**src/rtl/rf_pkg.sv**
```systemverilog
// Shared constants and types for the register-file writeback path.
package rf_pkg;

    localparam int XLEN     = 32;
    localparam int AW       = 5;
    localparam int NUM_REGS = 32;
    localparam int REG_X0   = 0;

    typedef enum logic {
        PRIO_RR    = 1'b0,
        PRIO_FIXED = 1'b1
    } prio_mode_e;

endpackage

```
**src/rtl/rr_arbiter2.sv**
```systemverilog
// Two-requester grant logic: round-robin or fixed priority (req 0 highest),
// with a last-grant flop that updates on every grant in either mode.
module rr_arbiter2 #(
    parameter int PRIO_MODE = 0
) (
    input  logic       clk,
    input  logic       rst,
    input  logic [1:0] req_i,
    output logic [1:0] gnt_o
);
    import rf_pkg::*;

    // last_q holds the index of the requester granted most recently; it
    // resets to 1 so requester 0 wins the first tie.
    logic last_q;
    logic last_d;
    logic [1:0] gnt;

    always_comb begin
        gnt = 2'b00;
        unique case (req_i)
            2'b01:   gnt = 2'b01;
            2'b10:   gnt = 2'b10;
            2'b11: begin
                if (PRIO_MODE == int'(PRIO_FIXED)) begin
                    gnt = 2'b01;
                end else begin
                    gnt = last_q ? 2'b01 : 2'b10;
                end
            end
            default: gnt = 2'b00;
        endcase
    end

    always_comb begin
        last_d = last_q;
        if (gnt[0]) begin
            last_d = 1'b0;
        end else if (gnt[1]) begin
            last_d = 1'b1;
        end
    end

    always_ff @(posedge clk) begin
        if (rst) begin
            last_q <= 1'b1;
        end else begin
            last_q <= last_d;
        end
    end

    assign gnt_o = gnt;

endmodule

```
**src/rtl/regfile_wb_arbiter.sv**
```systemverilog
// Arbitrates the register file's single write port between ALU and load
// writeback, registers the winning write, drops x0 writes and forwards reads.
module regfile_wb_arbiter #(
    parameter int XLEN      = rf_pkg::XLEN,
    parameter int AW        = rf_pkg::AW,
    parameter int PRIO_MODE = 0,
    parameter int CNT_W     = 16
) (
    input  logic             clk,
    input  logic             rst,
    input  logic             req0_valid,
    input  logic [AW-1:0]    req0_addr,
    input  logic [XLEN-1:0]  req0_data,
    output logic             req0_ready,
    input  logic             req1_valid,
    input  logic [AW-1:0]    req1_addr,
    input  logic [XLEN-1:0]  req1_data,
    output logic             req1_ready,
    output logic             we3,
    output logic [AW-1:0]    a3,
    output logic [XLEN-1:0]  wd3,
    input  logic [AW-1:0]    rd_a1,
    input  logic [AW-1:0]    rd_a2,
    input  logic [XLEN-1:0]  rf_rd1,
    input  logic [XLEN-1:0]  rf_rd2,
    output logic [XLEN-1:0]  fwd_rd1,
    output logic [XLEN-1:0]  fwd_rd2,
    output logic [CNT_W-1:0] conflict_cnt
);
    import rf_pkg::*;

    localparam logic [AW-1:0] X0_ADDR = AW'(REG_X0);

    logic [1:0]       gnt;
    logic [AW-1:0]    win_addr;
    logic [XLEN-1:0]  win_data;
    logic             wr_en;

    logic             we3_q,  we3_d;
    logic [AW-1:0]    a3_q,   a3_d;
    logic [XLEN-1:0]  wd3_q,  wd3_d;
    logic [CNT_W-1:0] cnt_q,  cnt_d;

    rr_arbiter2 #(
        .PRIO_MODE (PRIO_MODE)
    ) u_arb (
        .clk   (clk),
        .rst   (rst),
        .req_i ({req1_valid, req0_valid}),
        .gnt_o (gnt)
    );

    assign req0_ready = gnt[0];
    assign req1_ready = gnt[1];

    always_comb begin
        win_addr = req0_addr;
        win_data = req0_data;
        if (gnt[1]) begin
            win_addr = req1_addr;
            win_data = req1_data;
        end
    end

    // An x0 grant still consumes the handshake but leaves the write port idle.
    assign wr_en = (gnt != 2'b00) && (win_addr != X0_ADDR);

    always_comb begin
        we3_d = wr_en;
        a3_d  = wr_en ? win_addr : a3_q;
        wd3_d = wr_en ? win_data : wd3_q;
    end

    always_comb begin
        cnt_d = cnt_q;
        if (req0_valid && req1_valid && (cnt_q != {CNT_W{1'b1}})) begin
            cnt_d = cnt_q + CNT_W'(1);
        end
    end

    always_ff @(posedge clk) begin
        if (rst) begin
            we3_q <= 1'b0;
            a3_q  <= '0;
            wd3_q <= '0;
            cnt_q <= '0;
        end else begin
            we3_q <= we3_d;
            a3_q  <= a3_d;
            wd3_q <= wd3_d;
            cnt_q <= cnt_d;
        end
    end

    // Bypass the write being committed this cycle so readers never see stale data.
    assign fwd_rd1 = (we3_q && (rd_a1 == a3_q) && (rd_a1 != X0_ADDR)) ? wd3_q : rf_rd1;
    assign fwd_rd2 = (we3_q && (rd_a2 == a3_q) && (rd_a2 != X0_ADDR)) ? wd3_q : rf_rd2;

    assign we3          = we3_q;
    assign a3           = a3_q;
    assign wd3          = wd3_q;
    assign conflict_cnt = cnt_q;

endmodule

```
**config.mk**
```make
export PLATFORM = sky130hd
export DESIGN_NAME = regfile_wb_arbiter
export DESIGN_NICKNAME = d
export VERILOG_FILES = /design/src/rtl/rf_pkg.sv /design/src/rtl/rr_arbiter2.sv /design/src/rtl/regfile_wb_arbiter.sv
export SDC_FILE = /design/constraint.sdc
export NUM_CORES = 1
export LEC_CHECK = 0
export BUFFER_PORTS_ARGS = -buffer_cell sky130_fd_sc_hd__buf_2
export CAP_MARGIN = 20
export CORE_AREA = 2 2 105 107
export DETAILED_ROUTE_END_ITERATION = 8
export DIE_AREA = 0 0 107 109
export GPL_TIMING_DRIVEN = 0
export PLACE_DENSITY = 0.73
export REMOVE_ABC_BUFFERS = 1
export SYNTH_ARGS = -nofsm -noshare
export SYNTH_HDL_FRONTEND = slang
export SYNTH_SLANG_ARGS = --single-unit
```
**constraint.sdc**
```tcl
create_clock -name clk -period 2 [get_ports clk]
set_clock_uncertainty 0.2 [all_clocks]
set_input_delay 0.1 -clock clk [delete_from_list [all_inputs] [get_ports clk]]
set_output_delay 0.1 -clock clk [all_outputs]
set_load 0.03 [all_outputs]
```
# Word level (Yosys, flattened, before mapping)
# Index checks and enable logic that the tools add are counted.
[op_classes] add_sub_neg=1 reduce_logical=11 eq_ne=6 n_mux=8
[op_table] cell="$mux 32" count=3
[op_table] cell="$add 16x1->16 const B" count=1
[op_table] cell="$ne 16x16->1 const B" count=1
[op_table] cell="$reduce_bool 5->1" count=3
[op_table] cell="$eq 5x5->1" count=2
[op_table] cell="$logic_and 1x1->1" count=7
[op_table] cell="$pmux 2 s3" count=1
[op_table] cell="$mux 5" count=1
[op_table] cell="$eq 2x2->1 const B" count=2
[op_table] cell="$eq 2x1->1 const B" count=1
[op_table] cell="$mux 1" count=2
[op_table] cell="$mux 2" count=1
[op_table] cell="$reduce_bool 2->1" count=1
[totals] regBits=55 input_bits=152 out_inout_bits=120

# Longest topological paths before layout
[logic_depth] depth_word=5 ltp_mapped=7

# Cells and area by module
# Synthesis repeated with hierarchy kept, for this count alone.
[hier_totals] hier_cells=453 hier_area_um2=3868.7
[modules_own_cells] module="regfile_wb_arbiter" area_each_um2=3813.7 cells_per_inst=446 instances=1 seq_area_each_um2=1081.0
[modules_own_cells] module="rr_arbiter2" area_each_um2=55.1 cells_per_inst=7 instances=1 seq_area_each_um2=20.0

# Worst setup path after synthesis
# Ideal clock, no wire load.
[synth_path] path_type="reg-to-reg" start="register cnt_q[1] (netlist: conflict_cnt[1])" end="register cnt_q[14] (netlist: conflict_cnt[14])" path_slack_ns=-0.344 stages_incl_launch_ff=7 period_less_slack_ns=2.344 required_ns=1.729 arrival_time_ns=2.073 setup_time_ns=0.071 cell_sequence="dfxtp_1 ha_1 nand4_1 or3_1 clkbuf_1 or4_1 a21oi_1"
[synth_between] elab_chain_len=2
[synth_rtl] item="start: declaration" line_no="regfile_wb_arbiter.sv:42" text="logic [CNT_W-1:0] cnt_q, cnt_d;"
[synth_rtl] item="start signal: assignment" line_no="regfile_wb_arbiter.sv:91" text="cnt_q <= cnt_d;"
[synth_rtl] item="branches (longest 2 deep; another with $add 16x1->16)"
# Parallel ways; which one is timed is not known.
# A chain may end at the register's enable or synchronous reset.

# Worst setup path in the final report
[layout_path] start="register a3_q[0] (netlist: a3[0])" end="output fwd_rd2[20]"
[layout_between] elab_chain_len=4
[layout_rtl] item="start: declaration" line_no="regfile_wb_arbiter.sv:40" text="logic [AW-1:0] a3_q, a3_d;"
[layout_rtl] item="start signal: assignment" line_no="regfile_wb_arbiter.sv:84" text="a3_q <= '0;"
[layout_rtl] item="start signal: assignment" line_no="regfile_wb_arbiter.sv:89" text="a3_q <= a3_d;"
[layout_rtl] item="$eq 5x5->1" line_no="regfile_wb_arbiter.sv:97" text="assign fwd_rd2 = (we3_q && (rd_a2 == a3_q) && (rd_a2 != X0_ADDR)) ? wd3_q : rf_rd2;"
[layout_rtl] item="$logic_and 1x1->1 (2 in a row)" line_no="regfile_wb_arbiter.sv:97"
[layout_rtl] item="$mux 32" line_no="regfile_wb_arbiter.sv:97"
[layout_rtl] item="end: declaration" line_no="regfile_wb_arbiter.sv:27" text="output logic [XLEN-1:0] fwd_rd2,"
# Every way passes these cells.

==> parameters.txt <==
Parameter                              Value

Run status
  Outcome    complete, but fails checks
  Violations in the final reports    negative hold slack, negative setup slack

STA
  Number of setup violations in the final report    64
  Period utilization    117.1%
  Fin. Hold Viols    1
  Post-route worst setup slack    -342.8 ps
  Final max-slew violation count    0
  Slew @ Worst Pin    565.2 ps
  Aggregate negative setup slack    -20480 ps
  Timing-limited maximum frequency    426.8 MHz
  Crit path time final    2343 ps
  Setup repair after global routing missed its margin    yes
  Worst hold-check slack    -1.644 ps
  Worst relative slew slack    61.97%

Layout
  Cell area after layout    6510 µm²
  Share of the core filled with cells    61.40%
  Count of filler cells inserted in the layout    821
  Combined area of the multi-input logic cells    2502 µm²
  Fraction of final layout cells with drive strength greater than 1    59.38%
  Net total in the final layout    866
  Area growth from synthesis to layout    81.35%
  Sequential cell area    1126 µm²

Power and ir drop
  Leak pwr    0.002910 µW
  Power consumption    3277 µW
  Worst ir drop on vdd    230.2 µV
  Cell Pwr Density    503.3 nW/µm²

Yosys
  Number of flip-flops and latches in the synthesized netlist    55
  Share of synthesized flip-flops with an asynchronous set or reset    0%
  Portion of the post-synthesis area used by sequential elements    30.67%
  Average cell area after synthesis    9.702 µm²
  Most frequent cell after synthesis    sky130_fd_sc_hd__mux2_2
  Post-synthesis cell count    370
  Number of unique standard cell types used by synthesis    39
  Post-synth top area share    30.67%
  Number of warnings reported in the yosys synthesis log    0
  Most frequent cells after synthesis    66 x sky130_fd_sc_hd__mux2_2, 55 x sky130_fd_sc_hd__dfxtp_1, 37 x sky130_fd_sc_hd__nor3_1, 36 x sky130_fd_sc_hd__mux2i_1, 20 x sky130_fd_sc_hd__a211oi_1
  Netlist Area Pre-Place    3590 µm²
  Dominant register cell in the synthesized netlist    sky130_fd_sc_hd__dfxtp_1
  Cell type with the highest aggregate area in the netlist    sky130_fd_sc_hd__dfxtp_1
  Largest cells by area after synthesis    sky130_fd_sc_hd__dfxtp_1 31%, sky130_fd_sc_hd__mux2_2 21%, sky130_fd_sc_hd__mux2i_1 10%
  Number of synthesized flops with an enable pin    0

Floorplanning
  DIE WIDTH    107 µm
  Number of placement rows    38
  Initial core utilization    33.86%
  Chip height    109 µm
  Core area    10600 µm²
  Boundary pin count    272
  Die area    11660 µm²

Global route
  Global router's overall resource usage    25.51%
  Global route overflow    0
  Antenna violations before repair    3
  Maximum number of pins on one net before global-route repair    55
  Wire length of the first global-routing pass    23.33 mm
  Vias in the first global route    4627

Detailed routing
  Total vias in the final route    4623
  Sum of met2 wire segment lengths after detailed routing    8.545 mm
  Iteration-0 DRC Markers    262
  Detailed-route DRC error count    0
  ANT nets after route    0
  Sum of routed wire segments on met1    6.178 mm
  Mean number of vias per cell    5.401
  Detailed Routing Iterations Pass 1    4
  Routed wl met3    988 µm
  DR top layer    met5
  Total detailed-routing wirelength    16.30 mm
  Post-detailed-route wirelength per cell    19.04 µm

CTS
  Total clock sinks    55
  Master cell of the clock root buffer    sky130_fd_sc_hd__clkbuf_8
  Clock latency on the worst-skew pair    300 ps
  Clock tree from TritonCTS    yes
  Level count of the clock H-tree    2
  CTS Buffer Depth    2
  CTS Buf Count    5
  Clock transition at the registers of the reported paths    100 ps

Setup path
  Worst reg2reg path depth    7
  CP endpoint kind    primary output
  Required time of the worst setup path    1700 ps
  Startpoint kind of the worst setup timing path    register
  Worst setup path class    register to primary output
  Crit-path max FO    9
  Crit path arrival time    2040 ps

Run
  Max Cap Viol    0

Placed design
  Number of buffers inserted by port buffering    271
  Post-DP HPWL    10.07 mm
  Placer Congestion    0.8950
  Cell area after placement    5111 µm²

Hold path
  Hold Crit Depth    3
  Type of the tightest min-delay check    primary input to register
## cells in the final DEF, fill, tap and decap left out, types with 3 or more instances in the layout
master,synthesis,routed
sky130_fd_sc_hd__inv_1,4,4
sky130_fd_sc_hd__buf_6,4,16
sky130_fd_sc_hd__clkbuf_8,0,5
sky130_fd_sc_hd__mux2i_1,36,36
sky130_fd_sc_hd__or4_1,5,5
sky130_fd_sc_hd__or3_1,5,4
sky130_fd_sc_hd__xnor2_2,0,7
sky130_fd_sc_hd__dfxtp_4,0,6
sky130_fd_sc_hd__buf_4,0,60
sky130_fd_sc_hd__mux2_2,66,66
sky130_fd_sc_hd__nand3_2,0,3
sky130_fd_sc_hd__nor2_1,9,9
sky130_fd_sc_hd__buf_12,0,8
sky130_fd_sc_hd__o31ai_1,5,5
sky130_fd_sc_hd__nand2_1,11,10
sky130_fd_sc_hd__dlygate4sd3_1,0,64
sky130_fd_sc_hd__nor3_1,37,37
sky130_fd_sc_hd__dfxtp_1,55,47
sky130_fd_sc_hd__nand3_1,9,6
sky130_fd_sc_hd__a211oi_1,20,18
sky130_fd_sc_hd__a21oi_1,11,11
sky130_fd_sc_hd__buf_2,11,212
sky130_fd_sc_hd__a211oi_2,19,19
sky130_fd_sc_hd__o21ai_0,5,5
sky130_fd_sc_hd__buf_16,0,3
sky130_fd_sc_hd__nand4_1,6,6
sky130_fd_sc_hd__o21a_1,5,4
## area by class of cell
class | instances | share of cell area, %
antenna | 2 | 0.07688
clock buffer | 7 | 1.172
clock inverter | 1 | 0.07688
inverter | 4 | 0.2306
multi-input combinational | 282 | 38.44
sequential | 55 | 17.30
tap | 140 | 2.691
timing repair buffer | 365 | 40.02
## metrics by stage
step | worst slack (ps) | cells
after floorplan | -3589 | 340
after global placement | -5007 | 751
after detailed placement | -1263 | 756
after CTS | -333.6 | 848
after global routing | -405.0 | 856
final | -342.8 | 856
## worst max-delay path: stages (launching register included)
cell and delay [ps]:
sky130_fd_sc_hd__dfxtp_4 380, sky130_fd_sc_hd__xnor2_1 160, sky130_fd_sc_hd__nand2_1 110, sky130_fd_sc_hd__a211oi_4 230, sky130_fd_sc_hd__buf_6 190, sky130_fd_sc_hd__buf_8 150, sky130_fd_sc_hd__mux2_2 350, sky130_fd_sc_hd__buf_4 170
## metal layers
layer  GRT usage (%)  vias up
met5               0        -
met3           5.200       46
li1                -     2100
met2           48.32      215
met4           11.13        2
met1           27.35     2260
## path summary, 6_finish.rpt
kind / slack, ps / from / endpoint
setup / recovery: -340 / a3[0]$_SDFFE_PP0P_ / fwd_rd2[20]
hold / removal: -2 / req1_data[24] / wd3[24]$_SDFFE_PP0P_
setup reg to reg: 70 / conflict_cnt[0]$_SDFFE_PP0P_ / conflict_cnt[9]$_SDFFE_PP0P_
hold reg to reg: 320 / a3[4]$_SDFFE_PP0P_ / a3[4]$_SDFFE_PP0P_
## registers in the layout (all words and copies together) (netlist names)
signal,cells
a3,5
u_arb.last_q,1
we3,1
conflict_cnt,16
wd3,32
## timing repair
action / in CTS / in global routing
setup endpoints to repair: 116 / 73
pin swaps: 8 / 6
gates resized for setup: 94 / 28
buffers inserted: 17 / 5
hold buffers: 64 / 0
gates cloned: 3 / 0
hold endpoints to repair: 34 / 0
## cells by family (layout without fill, tap and decap cells)
family / after synthesis / in the layout / share of synthesized area [%]
flops: 55 / 55 / 30.67
compound gates: 75 / 75 / 17.64
fa+ha+maj: 1 / 1 / 0.3485
simple gates: 95 / 96 / 13.87
buf+inv: 34 / 377 / 4.775
mux: 102 / 102 / 30.74
other cells: 0 / 2 / 0
xor+xnor: 8 / 8 / 1.952
## report_power, final
group | internal (µW) | total (µW) | switching (µW) | leakage (µW)
registers | 1180 | 1270 | 98.6 | 0.000459
clock network | 248 | 612 | 365 | 0.0000422
logic | 627 | 1390 | 763 | 0.00241
No activity file was read; power rests on OpenSTA's default activity.
